`config.mk`:
```
export PLATFORM = sky130hd
export DESIGN_NAME = spi_multi_cs_master_flat
export DESIGN_NICKNAME = d
export VERILOG_FILES = /design/src/rtl/spi_multi_cs_master_if.sv /design/src/rtl/spi_multi_cs_master.sv /design/src/flat_wrapper.sv
export SDC_FILE = /design/constraint.sdc
export NUM_CORES = 1
export LEC_CHECK = 0
export ABC_AREA = 1
export CAP_MARGIN = 20
export CORE_AREA = 2 2 142 130
export CTS_BUF_LIST = sky130_fd_sc_hd__clkbuf_2 sky130_fd_sc_hd__clkbuf_4 sky130_fd_sc_hd__clkbuf_8
export CTS_CLUSTER_SIZE = 20
export DETAILED_ROUTE_END_ITERATION = 10
export DIE_AREA = 0 0 144 132
export HOLD_SLACK_MARGIN = 0.06
export MAX_ROUTING_LAYER = met4
export PLACE_DENSITY = 0.87
export SLEW_MARGIN = 15
export SYNTH_ARGS = -nofsm -noshare
export SYNTH_HDL_FRONTEND = slang
export SYNTH_SLANG_ARGS = --single-unit
```
`constraint.sdc`:
```
create_clock -name fabric_clk -period 5.3 [get_ports fabric_clk]
set_input_delay 1.06 -clock fabric_clk [delete_from_list [all_inputs] [get_ports fabric_clk]]
set_output_delay 1.06 -clock fabric_clk [all_outputs]
set_load 0.02 [all_outputs]
```
`src/rtl/spi_multi_cs_master_if.sv`:
```
// Command/response stream bundle for spi_multi_cs_master.
// The fabric side uses the master modport and the SPI engine uses the slave modport.
interface spi_multi_cs_master_if #(
  parameter int DATA_WIDTH = 32,
  parameter int LEN_WIDTH  = 8,
  parameter int NUM_CS     = 4,
  parameter int DIV_WIDTH  = 8
);
  localparam int CS_WIDTH = (NUM_CS > 1) ? $clog2(NUM_CS) : 1;

  logic                  cmd_valid;
  logic                  cmd_ready;
  logic [LEN_WIDTH-1:0]  cmd_len;
  logic [DATA_WIDTH-1:0] cmd_data;
  logic [DATA_WIDTH-1:0] cmd_rw_mask;
  logic [CS_WIDTH-1:0]   cmd_cs;
  logic                  cmd_cpol;
  logic                  cmd_cpha;
  logic [DIV_WIDTH-1:0]  clk_div;
  logic                  rsp_valid;
  logic                  rsp_ready;
  logic [DATA_WIDTH-1:0] rsp_data;
  logic                  err;
  logic                  busy;

  modport master (
    output cmd_valid, cmd_len, cmd_data, cmd_rw_mask, cmd_cs, cmd_cpol, cmd_cpha,
           clk_div, rsp_ready,
    input  cmd_ready, rsp_valid, rsp_data, err, busy
  );

  modport slave (
    input  cmd_valid, cmd_len, cmd_data, cmd_rw_mask, cmd_cs, cmd_cpol, cmd_cpha,
           clk_div, rsp_ready,
    output cmd_ready, rsp_valid, rsp_data, err, busy
  );
endinterface

```
`src/rtl/spi_multi_cs_master.sv`:
```
// Half-duplex 3-wire SPI master with NUM_CS chip selects, per-command CPOL/CPHA and SCLK divider.
// Define SPI_MISO_EN to add spi_miso_i and sample read bits from it instead of spi_sdio_i.
module spi_multi_cs_master #(
  parameter int DATA_WIDTH = 32,
  parameter int LEN_WIDTH  = 8,
  parameter int NUM_CS     = 4,
  parameter int DIV_WIDTH  = 8
) (
  input  logic                  fabric_clk,
  input  logic                  reset_n,
  spi_multi_cs_master_if.slave  bus,
  output logic                  spi_sclk_o,
  output logic [NUM_CS-1:0]     spi_cs_n_o,
  output logic                  spi_sdio_o,
  output logic                  spi_sdio_oe_o,
  input  logic                  spi_sdio_i
`ifdef SPI_MISO_EN
  ,
  input  logic                  spi_miso_i
`endif
);
  localparam int CS_WIDTH = (NUM_CS > 1) ? $clog2(NUM_CS) : 1;
  localparam int IDX_W    = (DATA_WIDTH > 1) ? $clog2(DATA_WIDTH) : 1;

  typedef enum logic [2:0] {IDLE, PRE, SETUP, SHIFT, HOLD, GAP, RESP} state_t;

  state_t                state_q;
  logic [LEN_WIDTH-1:0]  len_q;
  logic [DATA_WIDTH-1:0] data_q, mask_q, rsp_q, lmask;
  logic [CS_WIDTH-1:0]   cs_q;
  logic                  cpol_q, cpha_q;
  logic [DIV_WIDTH-1:0]  h_q, cnt_q;
  logic [IDX_W-1:0]      bit_q;
  logic [LEN_WIDTH:0]    ecnt_q;
  logic                  cmd_ready_q, rsp_valid_q, err_q, busy_q;
  logic                  sclk_q, sdo_q, oe_q;
  logic [NUM_CS-1:0]     csn_q;
  logic                  sdi, accept, cmd_bad, tick, last, do_edge;

`ifdef SPI_MISO_EN
  assign sdi = spi_miso_i;
`else
  assign sdi = spi_sdio_i;
`endif

  always_comb begin
    accept  = bus.cmd_valid & cmd_ready_q;
    cmd_bad = (bus.cmd_len == '0) || (int'(bus.cmd_len) > DATA_WIDTH) ||
              (int'(bus.cmd_cs) >= NUM_CS);
    tick    = (cnt_q == h_q - 1'b1);
    last    = (ecnt_q == {len_q, 1'b0});
    // SCLK edges fire on SETUP exit and on every H boundary inside SHIFT
    do_edge = tick & ((state_q == SETUP) | ((state_q == SHIFT) & ~last));
    lmask   = '0;
    for (int i = 0; i < DATA_WIDTH; i++) lmask[i] = (i < int'(len_q));
  end

  always_ff @(posedge fabric_clk or negedge reset_n) begin
    if (!reset_n) begin
      state_q     <= IDLE;
      len_q       <= '0;
      data_q      <= '0;
      mask_q      <= '0;
      rsp_q       <= '0;
      cs_q        <= '0;
      cpol_q      <= 1'b0;
      cpha_q      <= 1'b0;
      h_q         <= DIV_WIDTH'(1);
      cnt_q       <= '0;
      bit_q       <= '0;
      ecnt_q      <= '0;
      cmd_ready_q <= 1'b0;
      rsp_valid_q <= 1'b0;
      err_q       <= 1'b0;
      busy_q      <= 1'b0;
      sclk_q      <= 1'b0;
      sdo_q       <= 1'b0;
      oe_q        <= 1'b0;
      csn_q       <= '1;
    end else begin
      err_q <= 1'b0;
      if (state_q inside {SETUP, SHIFT, HOLD, GAP})
        cnt_q <= tick ? '0 : cnt_q + 1'b1;
      case (state_q)
        IDLE: begin
          cmd_ready_q <= 1'b1;
          if (accept) begin
            if (cmd_bad) begin
              err_q <= 1'b1;
            end else begin
              state_q     <= PRE;
              cmd_ready_q <= 1'b0;
              busy_q      <= 1'b1;
              len_q       <= bus.cmd_len;
              data_q      <= bus.cmd_data;
              mask_q      <= bus.cmd_rw_mask;
              cs_q        <= bus.cmd_cs;
              cpol_q      <= bus.cmd_cpol;
              cpha_q      <= bus.cmd_cpha;
              h_q         <= (bus.clk_div == '0) ? DIV_WIDTH'(1) : bus.clk_div;
              sclk_q      <= bus.cmd_cpol;
              rsp_q       <= '0;
              bit_q       <= IDX_W'(bus.cmd_len - 1'b1);
              ecnt_q      <= '0;
              cnt_q       <= '0;
            end
          end
        end
        PRE: begin
          state_q     <= SETUP;
          csn_q[cs_q] <= 1'b0;
          if (!cpha_q) begin
            oe_q  <= mask_q[bit_q];
            sdo_q <= mask_q[bit_q] & data_q[bit_q];
          end
        end
        SETUP: if (tick) state_q <= SHIFT;
        SHIFT: if (tick && last) begin
          state_q <= HOLD;
          oe_q    <= 1'b0;
          sdo_q   <= 1'b0;
        end
        HOLD: if (tick) begin
          state_q <= GAP;
          csn_q   <= '1;
        end
        GAP: if (tick) begin
          if (|(~mask_q & lmask)) begin
            state_q     <= RESP;
            rsp_valid_q <= 1'b1;
          end else begin
            state_q     <= IDLE;
            busy_q      <= 1'b0;
            cmd_ready_q <= 1'b1;
          end
        end
        RESP: if (bus.rsp_ready) begin
          state_q     <= IDLE;
          rsp_valid_q <= 1'b0;
          busy_q      <= 1'b0;
          cmd_ready_q <= 1'b1;
        end
        default: state_q <= IDLE;
      endcase

      // Even edge count = leading edge, odd = trailing edge of the current bit
      if (do_edge) begin
        ecnt_q <= ecnt_q + 1'b1;
        if (!ecnt_q[0]) begin
          sclk_q <= ~cpol_q;
          if (!cpha_q) begin
            if (!mask_q[bit_q]) rsp_q[bit_q] <= sdi;
          end else begin
            oe_q  <= mask_q[bit_q];
            sdo_q <= mask_q[bit_q] & data_q[bit_q];
          end
        end else begin
          sclk_q <= cpol_q;
          if (cpha_q && !mask_q[bit_q]) rsp_q[bit_q] <= sdi;
          if (bit_q != '0) begin
            bit_q <= bit_q - 1'b1;
            if (!cpha_q) begin
              oe_q  <= mask_q[bit_q - 1'b1];
              sdo_q <= mask_q[bit_q - 1'b1] & data_q[bit_q - 1'b1];
            end
          end
        end
      end
    end
  end

  assign bus.cmd_ready = cmd_ready_q;
  assign bus.rsp_valid = rsp_valid_q;
  assign bus.rsp_data  = rsp_q;
  assign bus.err       = err_q;
  assign bus.busy      = busy_q;
  assign spi_sclk_o    = sclk_q;
  assign spi_cs_n_o    = csn_q;
  assign spi_sdio_o    = sdo_q;
  assign spi_sdio_oe_o = oe_q;
endmodule

```
`src/flat_wrapper.sv`:
```
// flat-port wrapper written by rule: the top's interface ports become plain ports
module spi_multi_cs_master_flat 
#(
  parameter int DATA_WIDTH = 32,
  parameter int LEN_WIDTH  = 8,
  parameter int NUM_CS     = 4,
  parameter int DIV_WIDTH  = 8
)
  (fabric_clk, reset_n, spi_sclk_o, spi_cs_n_o, spi_sdio_o, spi_sdio_oe_o, spi_sdio_i, bus_cmd_valid, bus_cmd_len, bus_cmd_data, bus_cmd_rw_mask, bus_cmd_cs, bus_cmd_cpol, bus_cmd_cpha, bus_clk_div, bus_rsp_ready, bus_cmd_ready, bus_rsp_valid, bus_rsp_data, bus_err, bus_busy);
  spi_multi_cs_master_if #(.DATA_WIDTH(DATA_WIDTH), .LEN_WIDTH(LEN_WIDTH), .NUM_CS(NUM_CS), .DIV_WIDTH(DIV_WIDTH)) bus_i ();
  input  logic fabric_clk;
  input  logic reset_n;
  output logic spi_sclk_o;
  output logic [NUM_CS-1:0] spi_cs_n_o;
  output logic spi_sdio_o;
  output logic spi_sdio_oe_o;
  input  logic spi_sdio_i;
  input wire logic [$bits(bus_i.cmd_valid)-1:0] bus_cmd_valid;
  input wire logic [$bits(bus_i.cmd_len)-1:0] bus_cmd_len;
  input wire logic [$bits(bus_i.cmd_data)-1:0] bus_cmd_data;
  input wire logic [$bits(bus_i.cmd_rw_mask)-1:0] bus_cmd_rw_mask;
  input wire logic [$bits(bus_i.cmd_cs)-1:0] bus_cmd_cs;
  input wire logic [$bits(bus_i.cmd_cpol)-1:0] bus_cmd_cpol;
  input wire logic [$bits(bus_i.cmd_cpha)-1:0] bus_cmd_cpha;
  input wire logic [$bits(bus_i.clk_div)-1:0] bus_clk_div;
  input wire logic [$bits(bus_i.rsp_ready)-1:0] bus_rsp_ready;
  output wire logic [$bits(bus_i.cmd_ready)-1:0] bus_cmd_ready;
  output wire logic [$bits(bus_i.rsp_valid)-1:0] bus_rsp_valid;
  output wire logic [$bits(bus_i.rsp_data)-1:0] bus_rsp_data;
  output wire logic [$bits(bus_i.err)-1:0] bus_err;
  output wire logic [$bits(bus_i.busy)-1:0] bus_busy;
  assign bus_i.cmd_valid = bus_cmd_valid;
  assign bus_i.cmd_len = bus_cmd_len;
  assign bus_i.cmd_data = bus_cmd_data;
  assign bus_i.cmd_rw_mask = bus_cmd_rw_mask;
  assign bus_i.cmd_cs = bus_cmd_cs;
  assign bus_i.cmd_cpol = bus_cmd_cpol;
  assign bus_i.cmd_cpha = bus_cmd_cpha;
  assign bus_i.clk_div = bus_clk_div;
  assign bus_i.rsp_ready = bus_rsp_ready;
  assign bus_cmd_ready = bus_i.cmd_ready;
  assign bus_rsp_valid = bus_i.rsp_valid;
  assign bus_rsp_data = bus_i.rsp_data;
  assign bus_err = bus_i.err;
  assign bus_busy = bus_i.busy;
  spi_multi_cs_master #(.DATA_WIDTH(DATA_WIDTH), .LEN_WIDTH(LEN_WIDTH), .NUM_CS(NUM_CS), .DIV_WIDTH(DIV_WIDTH)) u_core (.fabric_clk(fabric_clk), .reset_n(reset_n), .bus(bus_i), .spi_sclk_o(spi_sclk_o), .spi_cs_n_o(spi_cs_n_o), .spi_sdio_o(spi_sdio_o), .spi_sdio_oe_o(spi_sdio_oe_o), .spi_sdio_i(spi_sdio_i));
endmodule
```
==> impl_metrics.yaml <==
finish:
  drive_gt1_share_pct: 4.733
  multiInputGateArea_um2: 5074
  fillers: 1523
  antenna_cells: 0
  area_growth_syn_to_layout_pct: 17.45
  regArea_um2: 3811
  layout.cells.non_filler: 1867
  nets: 1714
  final_util_pct: 67.66
  finalInstanceArea_um2: 11800
floorplanning:
  dieArea_um2: 19010
  fp.dieH_um: 132
  die_width_um: 144
  row_count: 46
  initial_core_util_pct: 57.61
  core_area_um2: 17440
  pin_count: 132
global_route:
  antenna_found_initial: 0
  overflow: 0
  grt_max_degree: 99
  grt_pass1_vias: 9852
  grt_first_pass_wirelength_um: 48270
  grtUsageTotal_pct: 32.71
drt:
  num_vias: 10600
  post-route-drc-count: 0
  viasPerCell: 5.678
  wl_per_cell_um: 16.00
  postRouteAntennaNets: 0
  drt_iter0_drc: 1295
  dr.pass1.iters: 7
  routed_wl_um: 29860
clocking:
  post-cts-setup-buffers: 0
  cts-root-buf: "clkbuf_8"
  cts_tree: "built"
  clk_pin_slew_ns: 0.09
  cts-buffers-inserted: 17
  post_cts_resized: 0
  clock-sinks: 152
  hold_buffers: 0
  cts_max_path_buffers: 2
  insertion_delay_ns: 0.46
  cts_htree_levels: 4
power_and_ir_drop:
  leakagePower_nw: 5.523
  peakVddDrop_mv: 0.2981
  powerDensity_nw_per_um2: 546.4
logic_synthesis:
  avgSynthCellArea_um2: 6.575
  async_flop_share_pct: 100.0
  seq_area_frac_synth_pct: 37.93
  synth_top_flop_cell: "dfrtp_1"
  netlist_area_um2: 10050
  synth_edf_count: 0
  ys_warn_count: 0
  synthTopCellsByCount: "nand2_1 (419), nand3_1 (212), inv_1 (200), o21ai_0 (160), dfrtp_1 (147)"
  yosysTopAreaCellShare_pct: 36.62
  synth.distinct_cells: 41
  yosysMostFrequentCell: "nand2_1"
  ys_ff_latch: 152
  synth_top_area_cell: "dfrtp_1"
  synth_area_leaders: "dfrtp_1 (37%), nand2_1 (16%), nand3_1 (11%)"
  syn_inst: 1528
  syn_nets: 1627
sta:
  post-route-min-period_ns: 3.794
  skew_ns: 0.01352
  rsz0062_at_grt: "no"
  finalHoldViolCount: 0
  tightest_slew_ns: 0.9541
  maxSlewHeadroom_pct: 36.39
  slew_viol_final: 0
  fin_crit_sh_pct: 71.58
  fin_tns_setup_ns: 0
  holdWs_ns: 0.4789
  fmax_mhz: 263.6
  setup-violations-final: 0
hold_path:
  whs_endpoint: "u_core.spi_cs_n_o[3]"
  hold_depth: 2
  hold_start: "u_core.spi_cs_n_o[3]"
  hp-class: "flip-flop to flip-flop"
placement:
  placed_area_um2: 11390
  place_inst: 1836
  hpwl_um: 20690
  portBuffers: 131
  place.gp.congestion: 0.9323
worst_setup_path:
  cp_num_buf_inv: 2
  worstSetupPathDepth: 13
  startpoint_type: "flip-flop"
  r2r_setup_slack_ns: 1.51
  worstPathArrival_ns: 4.19
  worstSetupPathType: "flip-flop to flip-flop"
  crit_fanout: 98
  rr_startpoint: "u_core.bit_q[0]"
  cp_top_family: "simple AND/OR/NAND/NOR gates"
  crit_slowest_cell: "buf_4"
  reg2reg_to: "u_core.bus.rsp_data[28]"
  worstPathCellList: "buf_4 -> nand2_1 -> nand3_1 -> nand2_1 -> nand2_1 -> nand2_1 -> nor2_2 -> nand3_1 -> inv_2 -> nand3_2 -> nand2_2 -> nand3_1 -> nand2_1"
  critical_path.max_stage_delay_ns: 0.68
  cp_common_cell: "nand2_1"
  end_kind: "flip-flop"
  r2r_cells: 13
  crit_required_ns: 5.70
run_status:
  status: "completed"
run:
  drv_cap: 0
==> flip-flops by register name (all words and copies together), names as in the netlist, 2 cells and up <==
register,flops
u_core.state_q,3
u_core.spi_cs_n_o,4
u_core.ecnt_q,9
u_core.data_q,32
u_core.len_q,8
u_core.bit_q,5
u_core.cs_q,2
u_core.mask_q,32
u_core.bus.rsp_data,32
u_core.h_q,8
u_core.cnt_q,8
==> area by class of cell <==
type	count	area share, %
Clock buffer	19	2.216
Sequential cell	152	32.30
Tap cell	240	2.545
Multi-Input combinational cell	1093	43.00
Inverter	208	6.660
Clock inverter	12	1.283
Timing Repair Buffer	143	11.99
==> layer usage <==
metal,up-vias,GRT usage (%),routed length (um)
li1,5089,-,-
met1,4841,43.05,12150
met3,78,6.865,2979
met4,0,11.00,777
met2,593,50.45,13950
met5,-,-,0
==> power by group <==
part	switching, mW	leakage [nW]	internal (mW)
sequential	0.336	1.87	1.60
clock	0.467	0.196	0.486
combinational	2.49	3.46	1.08
total	3.29	5.52	3.16
==> cell families after synthesis <==
family / after synthesis / synth area share (%)
simple gates: 840 / 35.93
compound gates: 229 / 12.11
xor+xnor: 14 / 1.221
buf+inv: 283 / 11.57
fa+ha+maj: 10 / 1.245
flops: 152 / 37.93
==> worst reg2reg max path: cells and delay by family (launching register included) <==
kind	cells	cell delay (ns)
and+or+nand+nor	11	2.16
buffers and inverters	2	1.21
DFF	1	0.39
==> stage by stage <==
stage | power [mW] | setup WS [ns]
after floorplan | 4.426 | 2.675
after global placement | 5.275 | 1.532
after detailed placement | 5.382 | 1.444
after CTS | 6.341 | 1.712
after global routing | 6.948 | 1.291
final | 6.447 | 1.506
==> worst max path at each step <==
stage                                from  slack (ns)                      end
after floorplan            bus_cmd_len[0]        2.67  u_core.bus.rsp_data[10]
after global placement     bus_cmd_len[0]        1.53   u_core.bus.rsp_data[4]
after detailed placement   bus_cmd_len[0]        1.44  u_core.bus.rsp_data[13]
after CTS                 u_core.bit_q[0]        1.71  u_core.bus.rsp_data[28]
after global routing      u_core.bit_q[0]        1.29   u_core.bus.rsp_data[5]
final                     u_core.bit_q[0]        1.51  u_core.bus.rsp_data[28]
==> cells in the final DEF, fill, tap and decap left out, types with 5 or more instances in the layout <==
| cell | netlist | routed |
|---|---|---|
| a21oi_1 | 37 | 37 |
| buf_4 | 10 | 11 |
| clkbuf_8 | 0 | 19 |
| clkdlybuf4s50_1 | 0 | 130 |
| clkinvlp_4 | 0 | 5 |
| dfrtp_1 | 147 | 146 |
| dfstp_2 | 5 | 5 |
| ha_1 | 10 | 10 |
| inv_1 | 200 | 200 |
| inv_2 | 6 | 5 |
| nand2_1 | 419 | 419 |
| nand3_1 | 212 | 212 |
| nand4_1 | 27 | 27 |
| nor2_1 | 131 | 131 |
| nor2_2 | 8 | 8 |
| nor3_1 | 27 | 27 |
| o211ai_1 | 11 | 11 |
| o21ai_0 | 160 | 160 |
| xnor2_1 | 5 | 5 |
| xor2_1 | 9 | 9 |
No activity file was read; power rests on OpenSTA's default activity.
